### config.mk
export PLATFORM = sky130hd
export DESIGN_NAME = serial_subtractor
export DESIGN_NICKNAME = d
export VERILOG_FILES = /design/src/rtl/serial_subtractor.sv
export SDC_FILE = /design/constraint.sdc
export NUM_CORES = 1
export LEC_CHECK = 0
export CAP_MARGIN = 5
export CORE_UTILIZATION = 47
export DETAILED_ROUTE_END_ITERATION = 16
export PLACE_DENSITY = 0.76
export SLEW_MARGIN = 20
export SYNTH_ARGS = -nofsm -noshare
export SYNTH_HDL_FRONTEND = slang
export SYNTH_SLANG_ARGS = --single-unit
### constraint.sdc
create_clock -name clk -period 1.4 [get_ports clk]
set_input_delay 0.28 -clock clk [delete_from_list [all_inputs] [get_ports clk]]
set_output_delay 0.28 -clock clk [all_outputs]
set_load 0.05 [all_outputs]
### src/rtl/serial_subtractor.sv
// serial_subtractor: bit-serial W-bit subtractor, D = A - B - Bin, LSB first.
// One full-subtractor cell plus a borrow flop handles one bit per clock.
// Ports:
//   clk, rst_n     clock, synchronous active-low reset
//   start          request, accepted only in IDLE
//   A, B, Bin      minuend, subtrahend, borrow-in (captured on accept)
//   D, Bout        difference and borrow-out, held until the next accept
//   busy           high while bits are being processed
//   done           one-cycle pulse when D/Bout are valid
module serial_subtractor #(
    parameter int unsigned W = 4
) (
    input  logic         clk,
    input  logic         rst_n,
    input  logic         start,
    input  logic [W-1:0] A,
    input  logic [W-1:0] B,
    input  logic         Bin,
    output logic [W-1:0] D,
    output logic         Bout,
    output logic         busy,
    output logic         done
);

    localparam int unsigned CNT_W = (W > 2) ? $clog2(W) : 1;

    typedef enum logic [1:0] {
        S_IDLE  = 2'd0,
        S_SHIFT = 2'd1,
        S_DONE  = 2'd2
    } state_t;

    state_t             state_q, state_d;
    logic [W-1:0]       a_sh_q, a_sh_d;
    logic [W-1:0]       b_sh_q, b_sh_d;
    logic               br_q, br_d;
    logic [CNT_W-1:0]   cnt_q, cnt_d;
    logic [W-1:0]       d_q, d_d;
    logic               bout_q, bout_d;
    logic               busy_q, busy_d;
    logic               done_q, done_d;

    logic               a0, b0, diff_bit, br_next, last_bit;

    // Full-subtractor cell on the current LSBs.
    always_comb begin
        a0       = a_sh_q[0];
        b0       = b_sh_q[0];
        diff_bit = a0 ^ b0 ^ br_q;
        br_next  = (~a0 & b0) | (~(a0 ^ b0) & br_q);
        last_bit = (cnt_q == CNT_W'(W - 1));
    end

    // State register and all datapath flops.
    always_ff @(posedge clk) begin
        if (!rst_n) begin
            state_q <= S_IDLE;
            a_sh_q  <= '0;
            b_sh_q  <= '0;
            br_q    <= 1'b0;
            cnt_q   <= '0;
            d_q     <= '0;
            bout_q  <= 1'b0;
            busy_q  <= 1'b0;
            done_q  <= 1'b0;
        end else begin
            state_q <= state_d;
            a_sh_q  <= a_sh_d;
            b_sh_q  <= b_sh_d;
            br_q    <= br_d;
            cnt_q   <= cnt_d;
            d_q     <= d_d;
            bout_q  <= bout_d;
            busy_q  <= busy_d;
            done_q  <= done_d;
        end
    end

    // Next-state logic.
    always_comb begin
        state_d = state_q;
        unique case (state_q)
            S_IDLE:  if (start) state_d = S_SHIFT;
            S_SHIFT: if (last_bit) state_d = S_DONE;
            S_DONE:  state_d = S_IDLE;
            default: state_d = S_IDLE;
        endcase
    end

    // Datapath and output logic; busy/done are decoded from the next state
    // so that they come straight out of flops.
    always_comb begin
        a_sh_d = a_sh_q;
        b_sh_d = b_sh_q;
        br_d   = br_q;
        cnt_d  = cnt_q;
        d_d    = d_q;
        bout_d = bout_q;
        busy_d = (state_d == S_SHIFT);
        done_d = (state_d == S_DONE);
        unique case (state_q)
            S_IDLE: begin
                if (start) begin
                    a_sh_d = A;
                    b_sh_d = B;
                    br_d   = Bin;
                    cnt_d  = '0;
                    d_d    = '0;
                end
            end
            S_SHIFT: begin
                a_sh_d = {1'b0, a_sh_q[W-1:1]};
                b_sh_d = {1'b0, b_sh_q[W-1:1]};
                br_d   = br_next;
                cnt_d  = cnt_q + CNT_W'(1);
                // Result enters at the MSB so the LSB lands at bit 0 after W shifts.
                d_d    = {diff_bit, d_q[W-1:1]};
                if (last_bit) bout_d = br_next;
            end
            default: ;
        endcase
    end

    assign D    = d_q;
    assign Bout = bout_q;
    assign busy = busy_q;
    assign done = done_q;

endmodule

After elaboration in Yosys (flattened, before gate mapping). Index checks and enable logic that the tools add are counted.

Register bits after elaboration: 20. Input bits: 12.

$add $sub $neg: 1. Eq/ne operators: 5. Multiplexer cells: 13. Bitwise logic cells: 7. Reduce and logical (&&, ||, !) cells: 4.

Operators with widths (number): one-hot mux 4 bit (2 select lines) (3); two-way mux 4 bit (3); one-hot mux 2 bit (2 select lines) (2); two-way mux 2 bit (3); equality test 2 x 1 -> 1 bit, second input constant (2); equality test 2 bit, second input constant (2); AND reduction 2 bit (2); adder 2 x 1 -> 2 bit, second input constant (1); bitwise AND 1 bit (2); logical NOT 2 bit (1); != test 2 bit, second input constant (1); inverter 1 bit (2); one-hot mux 1 bit (2 select lines) (1); nonzero test 2 bit (1); bitwise XOR 1 bit (2); two-way mux 1 bit (1); OR 1 bit (1).

Depth between registers and ports, before layout. Gate-level depths: netlist of the first run.

Word-level depth: 5. Gate-level depth with buffers: 5. Depth with buffers taken out: 4.

Worst setup path after synthesis of the first run. Ideal clock, no wire load.

Kind: register to register. Start: register b_sh_q[0]. End: register br_q. Arrival time: 1070 ps. Required time: 1341 ps. Slack: 272 ps. Cell stages (with the launch flop): 5. Buffers on the path: 0. Clock period less this slack: 1128 ps. Path through: dfxtp_1 -> inv_1 -> fa_1 -> a21oi_1 -> o221a_2.

Cells in the longest elaborated chain, start to end: 5. Elaborated cells on any way between the ends: 6. Those cells by class: mux: 1; bitwise: 5.

RTL lines: start, declared (RTL line 35) `logic [W-1:0] b_sh_q, b_sh_d;`; start signal, assigned (RTL line 69) `b_sh_q <= b_sh_d;`; bitwise XOR 1 bit (RTL line 50) `br_next = (~a0 & b0) | (~(a0 ^ b0) & br_q);`; inverter 1 bit (RTL line 50); bitwise AND 1 bit (RTL line 50); OR 1 bit * (RTL line 50); one-hot mux 1 bit (2 select lines) * (RTL line 101) `unique case (state_q)`; end signal, assigned (RTL line 70) `br_q <= br_d;`; end, declared (RTL line 36) `logic br_q, br_d;`.

Every way passes the cells marked *; elsewhere a longest branch is shown, timed or not. A chain may end at the register's enable or synchronous reset.

Final worst setup path of the first run.
Start: register state_q[1]. End: register d_q[0], in the netlist D[0].

Cells in the longest elaborated chain, start to end: 3. Elaborated cells on any way between the ends: 6. Those cells by class: eq/ne: 2; mux: 1; reduce/logical: 3.

RTL lines: start, declared (RTL line 33) `state_t state_q, state_d;`; start signal, assigned (RTL line 67) `state_q <= state_d;`; equality test 2 x 1 -> 1 bit / logical NOT 2 bit (equally long branches) (RTL line 101); nonzero test 2 bit (no source line) / != test 2 bit (equally long branches); AND reduction 2 bit (no source line); end signal, assigned (RTL line 62) `d_q <= '0;`; end signal, assigned (RTL line 72) `d_q <= d_d;`; end, declared (RTL line 38) `logic [W-1:0] d_q, d_d;`.

Several ways; a longest one is shown, not always the timed one.

==> out/results.txt, run 1 <==
outcome: completed
total number of vias: 669
Hold Slack: 486 ps
VDD IR max: 0.000793 V
Hold Path End: cnt_q[0]$_SDFFE_PN0P_
CP Data Required Time: 1610 ps
slew margin rel.: 0.779
setup repair bufs after CTS: 0
period utilization: 0.910
CTS max path bufs: 2
Worst Path Arrival: 1480 ps
HP Class: reg -> reg
vias in the first global route: 638
die area: 1870 um^2
FP Rows: 14
Gate Count Post-Synth: 75
post-cts resize count: 0
initial antenna violation count: 0
DRC: 0
warnings from Yosys: 0
synth top area cells: dfxtp_1, o221a_2, a22oi_1
minimum clock period: 1270 ps
Top Ports: 19
DPL Wire Length: 1.20 mm
# diodes: 0
Synth area leader: dfxtp_1
clock latency on the worst-skew pair: 310 ps
Worst setup SP type: flop
clock sink total: 20
number of synthesized flops with an enable pin: 0
part of the Yosys area used for sequential elements: 0.500
reg2reg path depth: 4
post-synthesis async set-or-reset flop share: 0
Die Wd: 43.3 um
Reg2Reg Setup Slack: 130 ps
Hold Fails Final Rpt: 0
die height: 43.3 um
final worst slack: 125 ps
cts-stage hold buffer count: 0
clk slew on worst S/H paths: 110 ps
Reg-to-Reg Start: state_q[1]$_SDFF_PN0_
CTS H-Tree Depth: 1
syn_nets: 89
RSZ-0062 raised after global routing: false
Starting Density: 0.519
cell area after synthesis: 801 um^2
root buf cell: clkbuf_4
total grt overflow: 0
RePlAce Congestion: 0.742
DR vias/cell: 5.82
Peak Freq: 785 MHz
top_reg_cell synth: dfxtp_1
router iterations before antenna repair: 4
post-synth top area share: 0.500
Routed Antenna Nets: 0
pin count of the biggest net entering global routing: 12
GRT Total Usage: 0.215
Pwr Density: 1050 nW/um^2
max-slew violations: 0
distinct cell type count after synthesis: 22
hold depth: 1
Final nets: 114
Worst R2R End: D[0]$_SDFFE_PN0P_
Mapped Avg Cell Area: 10.7 um^2
most frequent cell after synthesis: dfxtp_1
final setup vio count: 0
routed length per placed instance: 14.1 um
PortBufs: 18
TritonCTS clock tree: yes
share of post-route cells with drive strength above 1: 0.273
top cells by count, synth: dfxtp_1, nor2_1, a22oi_1, o221a_2, o21a_1
FF+latch count, synth: 20
drt initial violations: 9
DRT Wirelength: 1.63 mm
Num CTS Buffers: 3
max cap viols: 0
maximum fanout along the worst path: 7
Worst Setup End Kind: flop
global-route wire length before repair: 2.81 mm
worst slew pin tran: 331 ps
leakage power: 0.451 nW
Hold Crit Start: cnt_q[0]$_SDFFE_PN0P_
Core Region: 1540 um^2
crit path kind: reg -> reg
Synth-to-Final Area Change: 40.2%
worst-case clock skew: 4.59 ps
Setup Slack @ Placement: -186 ps
[placed cells by master (no fill, tap or decap)]
master and count:
nor2_2 1, a21oi_1 1, nor2_1 10, clkbuf_8 1, a211oi_1 3, inv_1 4
clkdlybuf4s50_1 11, buf_4 6, and3_1 2, a21oi_2 1, ha_1 1, o21bai_2 1
o221a_2 6, and2b_1 1, fa_1 1, nor3b_1 2, nand2_1 1, buf_12 7
clkbuf_4 3, a22oi_1 7, nand2b_1 1, a311oi_2 1, dfxtp_1 20, a221oi_1 1
o21ai_0 1, o21a_1 5
[worst max-delay path: stages, from the launching register on]
cell and delay, ps:
dfxtp_1 460, and2b_1 290, buf_4 180, a22oi_1 180, nor2_1 50
[flip-flops by register name (all words and copies together) (netlist names)]
| signal | cells |
|---|---|
| br_q | 1 |
| cnt_q | 2 |
| a_sh_q | 4 |
| done | 1 |
| Bout | 1 |
| state_q | 2 |
| busy | 1 |
| b_sh_q | 4 |
| D | 4 |
[report_power, final]
part           total, mW  leakage [nW]  internal [mW]  switching (mW)
Combinational      0.204         0.266          0.111          0.0932
Sequential         0.628         0.164          0.602          0.0264
Clock              0.341        0.0210          0.159           0.182
Total               1.17         0.451          0.872           0.301
[worst max-delay path by stage]
stage,start,depth (start not counted),endpoint
detailed placement,start,4,b_sh_q[2]$_SDFFE_PN0P_
CTS,state_q[0]$_SDFF_PN0_,3,a_sh_q[2]$_SDFFE_PN0P_
global route,state_q[1]$_SDFF_PN0_,4,D[0]$_SDFFE_PN0P_
global placement,start,4,a_sh_q[2]$_SDFFE_PN0P_
floorplan,b_sh_q[0]$_SDFFE_PN0P_,4,br_q$_SDFFE_PN0P_
finish,state_q[1]$_SDFF_PN0_,4,D[0]$_SDFFE_PN0P_
[area by class of cell]
type	count	area, um^2
Clock buffer	4	36.3
Fill cell	119	419
Inverter	4	15.0
Multi-Input combinational cell	47	355
Sequential cell	20	400
Tap cell	16	20.0
Timing Repair Buffer	24	295
[cell families after synthesis]
| group | Yosys count | synth area share |
|---|---|---|
| simple gates | 18 | 0.108 |
| fa+ha+maj | 2 | 0.0406 |
| flops | 20 | 0.500 |
| buf+inv | 8 | 0.0594 |
| compound gates | 27 | 0.292 |
[routing by layer]
metal | global-route usage | share of wire | wire length, um
met1 | 0.255 | 0.47 | 760
met3 | 0.0766 | 0.042 | 69
met2 | 0.319 | 0.46 | 750
met4 | 0.145 | 0.028 | 46
met5 | 0 | 0 | 0
[through the flow]
step	TNS, ps	utilization	power [mW]	instance area (um^2)	cells
4_1_cts	0	0.726	1.18	1120	115
2_1_floorplan	0	-	0.754	801	75
3_3_place_gp	-1010	0.703	0.840	1080	111
5_1_grt	0	0.728	1.23	1120	115
6_report	0	0.728	1.17	1120	115
3_5_place_dp	-1340	0.703	0.844	1080	111
Note: power is estimated with default switching activity, not from simulation.
==> run 2: changes to the inputs <==
--- a/config.mk
+++ b/config.mk
@@ -6,9 +6,11 @@
 export NUM_CORES = 1
 export LEC_CHECK = 0
 export CAP_MARGIN = 5
-export CORE_UTILIZATION = 47
+export CELL_PAD_IN_SITES_DETAIL_PLACEMENT = 0
+export CELL_PAD_IN_SITES_GLOBAL_PLACEMENT = 1
+export CORE_UTILIZATION = 36
 export DETAILED_ROUTE_END_ITERATION = 16
-export PLACE_DENSITY = 0.76
+export PLACE_DENSITY_LB_ADDON = 0.1
 export SLEW_MARGIN = 20
 export SYNTH_ARGS = -nofsm -noshare
 export SYNTH_HDL_FRONTEND = slang
==> out/results.txt, run 2 (same netlist as run 1, synthesis figures left out) <==
outcome: completed
PortBufs: 18
FP Rows: 16
minimum clock period: 1250 ps
clk slew on worst S/H paths: 110 ps
most frequent cells in the layout: dfxtp_1, nor2_1, clkdlybuf4s50_1, a22oi_1, buf_12
clock latency on the worst-skew pair: 300 ps
RSZ-0062 raised after global routing: false
critical path cell sequence: clkdlybuf4s50_1 -> nor2_1 -> nor2_1 -> o221a_2
DRT Wirelength: 1.62 mm
Final nets: 113
CP Data Required Time: 1660 ps
worst slew pin tran: 461 ps
setup repair bufs after CTS: 0
Reg2Reg Setup Slack: 160 ps
pin count of the biggest net entering global routing: 11
slowest stage delay, CP: 540 ps
DR vias/cell: 5.24
Core Region: 2020 um^2
Total Power: 1.10 mW
RePlAce Congestion: 0.799
root buf cell: clkbuf_4
slew margin rel.: 0.692
maximum fanout along the worst path: 7
max-slew violations: 0
DPL Wire Length: 1.24 mm
DRC: 0
crit path kind: in -> reg
Top Ports: 19
period utilization: 0.890
CTS H-Tree Depth: 1
cts-stage hold buffer count: 0
vias in the first global route: 637
final setup vio count: 0
Hold Fails Final Rpt: 0
total grt overflow: 0
Pwr Density: 984 nW/um^2
Crit path top cell by count: nor2_1
drt initial violations: 11
routed length per placed instance: 13.1 um
Worst Setup End Kind: flop
router iterations before antenna repair: 4
Num CTS Buffers: 3
Worst setup SP type: input pin
# diodes: 0
HP Class: reg -> reg
die height: 49.2 um
Die Wd: 49.2 um
max cap viols: 0
Worst Path Arrival: 1500 ps
Hold Slack: 489 ps
Routed Antenna Nets: 0
Synth-to-Final Area Change: 39.1%
Final Util: 0.551
most common cell after layout, fill and taps aside: dfxtp_1
CTS max path bufs: 2
TritonCTS clock tree: yes
Starting Density: 0.396
Slowest-stage cell, CP: clkdlybuf4s50_1
total number of vias: 650
VDD IR max: 0.000487 V
GRT Total Usage: 0.163
share of post-route cells with drive strength above 1: 0.258
leakage power: 0.438 nW
Peak Freq: 803 MHz
clock sink total: 20
worst-case clock skew: 7.34 ps
die area: 2420 um^2
initial antenna violation count: 0
global-route wire length before repair: 2.92 mm
## run 2: cell types whose count changed in the layout (fill, tap and decap cells not counted)
cell,before,now
nor2_1,10,11
dfxtp_1,20,19
nor2_2,1,0
clkbuf_8,1,0
dfxtp_2,0,1
buf_4,6,5
## run 2: repair_timing
| item | CTS | global route |
|---|---|---|
| setup endpoints to repair | 0 | 2 |
| resized for setup | 0 | 1 |
| endpoints found under the hold margin | 0 | 0 |
## run 2: per-layer routing
layer / track usage / share of wire / up-vias
met1: 0.219 / 0.48 / 306
met5: 0 / 0 / -
met3: 0.0343 / 0.041 / 5
met2: 0.233 / 0.45 / 18
li1: - / - / 321
met4: 0.103 / 0.027 / 0
## run 2: where the power goes
part           switching [mW]  internal, mW
logic                  0.0919         0.108
registers              0.0261         0.603
clock network           0.167         0.100
total                   0.285         0.811
## run 2: area by class of cell
| class | instances | area, um^2 |
|---|---|---|
| Multi-Input combinational cell | 47 | 353 |
| Fill cell | 181 | 908 |
| Sequential cell | 20 | 402 |
| Inverter | 4 | 15.0 |
| Clock buffer | 3 | 22.5 |
| Timing Repair Buffer | 23 | 288 |
| Tap cell | 27 | 33.8 |
## run 2: critical path, delay by kind of cell
kind,cells,cell delay [ps]
compound gates,1,270
buf+inv,1,540
simple gates,2,410
## run 2: per-stage QoR
step	setup TNS (ps)	worst slack [ps]	cell area [um^2]	instances
3_3_place_gp	-1630	-165	1090	121
5_1_grt	0	45.0	1110	124
2_1_floorplan	0	272	801	75
6_report	0	154	1110	124
3_5_place_dp	-1580	-166	1090	121
4_1_cts	0	123	1110	124
## run 2: final timing paths
path | to | cells past startpoint | start
worst max-delay path | b_sh_q[1]$_SDFFE_PN0P_ | 4 | start
worst min-delay path | cnt_q[0]$_SDFFE_PN0P_ | 1 | cnt_q[0]$_SDFFE_PN0P_
worst max register to register | D[1]$_SDFFE_PN0P_ | 4 | state_q[1]$_SDFF_PN0_
worst min register to register | cnt_q[0]$_SDFFE_PN0P_ | 1 | cnt_q[0]$_SDFFE_PN0P_
==> run 3: changes to the inputs <==
--- a/config.mk
+++ b/config.mk
@@ -8,6 +8,7 @@
 export CAP_MARGIN = 5
 export CELL_PAD_IN_SITES_DETAIL_PLACEMENT = 0
 export CELL_PAD_IN_SITES_GLOBAL_PLACEMENT = 1
+export CORE_ASPECT_RATIO = 0.6
 export CORE_UTILIZATION = 36
 export DETAILED_ROUTE_END_ITERATION = 16
 export PLACE_DENSITY_LB_ADDON = 0.1
==> out/results.txt, run 3 (same netlist as run 1, synthesis figures left out) <==
share of post-route cells with drive strength above 1: 0.270
HP Class: reg -> reg
VDD IR max: 0.000635 V
clock sink total: 20
Slowest-stage cell, CP: clkdlybuf4s50_1
# diodes: 0
pin count of the biggest net entering global routing: 13
most common cell after layout, fill and taps aside: dfxtp_1
most frequent cells in the layout: dfxtp_1, nor2_1, clkdlybuf4s50_1, buf_12, a22oi_1
maximum fanout along the worst path: 7
drt initial violations: 39
RePlAce Congestion: 0.736
CP Data Required Time: 1610 ps
FP Rows: 12
Non-Filler Instances: 128
Hold Slack: 484 ps
slowest stage delay, CP: 550 ps
router iterations before antenna repair: 4
Highest Signal Layer: met4
period utilization: 0.972
hold depth: 1
Worst Setup End Kind: flop
minimum clock period: 1360 ps
routed length per placed instance: 13.5 um
Core Region: 1970 um^2
slew margin rel.: 0.666
Synth-to-Final Area Change: 48.6%
DRT Wirelength: 1.73 mm
Die Wd: 62.9 um
CP Depth: 4
Worst setup SP type: input pin
DPL Wire Length: 1.30 mm
total grt overflow: 0
multi-input logic area: 353 um^2
Routed Antenna Nets: 0
Reg2Reg Setup Slack: 110 ps
CTS max path bufs: 2
Register Area: 400 um^2
total number of vias: 644
Final nets: 115
Crit path top cell by count: nor2_1
vias in the first global route: 600
max cap viols: 0
setup repair bufs after CTS: 0
final setup vio count: 0
worst-case clock skew: 8.72 ps
Starting Density: 0.407
die area: 2420 um^2
clock latency on the worst-skew pair: 260 ps
Top Ports: 19
critical path cell sequence: clkdlybuf4s50_1 -> nor2_1 -> nor2_1 -> o221a_2
Peak Freq: 735 MHz
DRC: 0
initial antenna violation count: 0
max-slew violations: 0
crit path kind: in -> reg
Top delay family on crit path: buffers and inverters
CTS H-Tree Depth: 1
total placed cells including tap cells: 124
root buf cell: clkbuf_8
outcome: completed
leakage power: 0.474 nW
TritonCTS clock tree: yes
global-route wire length before repair: 2.89 mm
worst slew pin tran: 498 ps
routed wl met3: 78 um
Met2 Wirelength: 731 um
Met1 Wirelength: 914 um
Bufs and invs on worst path: 1
reg2reg path depth: 3
PortBufs: 18
DR vias/cell: 5.03
total negative slack: 0 ps
post-cts resize count: 0
Layout fillers: 165
Pwr Density: 1190 nW/um^2
GRT Total Usage: 0.167
Num CTS Buffers: 3
clk slew on worst S/H paths: 80 ps
cts-stage hold buffer count: 0
Hold Fails Final Rpt: 0
die height: 38.5 um
RSZ-0062 raised after global routing: false
Worst Path Arrival: 1570 ps
[run 3: changes by cell type in the layout (fill, tap and decap cells not counted), sizes merged]
cell / before / now
buf: 12 / 14
bufinv: 0 / 1
[run 3: worst paths after layout]
path | from | to
hold reg to reg | cnt_q[0]$_SDFFE_PN0P_ | cnt_q[0]$_SDFFE_PN0P_
setup reg to reg | state_q[0]$_SDFF_PN0_ | b_sh_q[2]$_SDFFE_PN0P_
hold / removal | cnt_q[0]$_SDFFE_PN0P_ | cnt_q[0]$_SDFFE_PN0P_
setup / recovery | start | b_sh_q[2]$_SDFFE_PN0P_
[run 3: power by group]
part | internal, mW | switching [mW]
Clock | 0.382 | 0.191
Sequential | 0.602 | 0.0261
Combinational | 0.117 | 0.0967
Total | 1.10 | 0.314
[run 3: worst reg2reg max path: cells and delay by family (launching register included)]
kind            cells  cell delay [ps]
compound gates      1              280
simple gates        2              480
flops               1              470
[run 3: per-stage QoR]
| stage | power (mW) | setup WS [ps] | instance area [um^2] | utilization |
|---|---|---|---|---|
| 4_1_cts | 1.43 | 64.1 | 1190 | 0.605 |
| 2_1_floorplan | 0.754 | 272 | 801 | - |
| 3_5_place_dp | 0.854 | -211 | 1120 | 0.569 |
| 6_report | 1.41 | 39.8 | 1190 | 0.605 |
| 5_1_grt | 1.49 | 2.16 | 1190 | 0.605 |
| 3_3_place_gp | 0.851 | -188 | 1120 | 0.569 |
[run 3: layer usage]
metal  GRT usage  vias to the layer above
li1            -                      325
met3      0.0655                        2
met2       0.261                       11
met4      0.0349                        0
met5           0                        -
met1       0.219                      306
[run 3: final cells by class]
class / count / area share
sequential: 20 / 0.336
multi-input combinational: 47 / 0.297
timing repair buffer: 25 / 0.265
clock buffer: 3 / 0.0347
tap: 28 / 0.0294
clock inverter: 1 / 0.0252
inverter: 4 / 0.0126
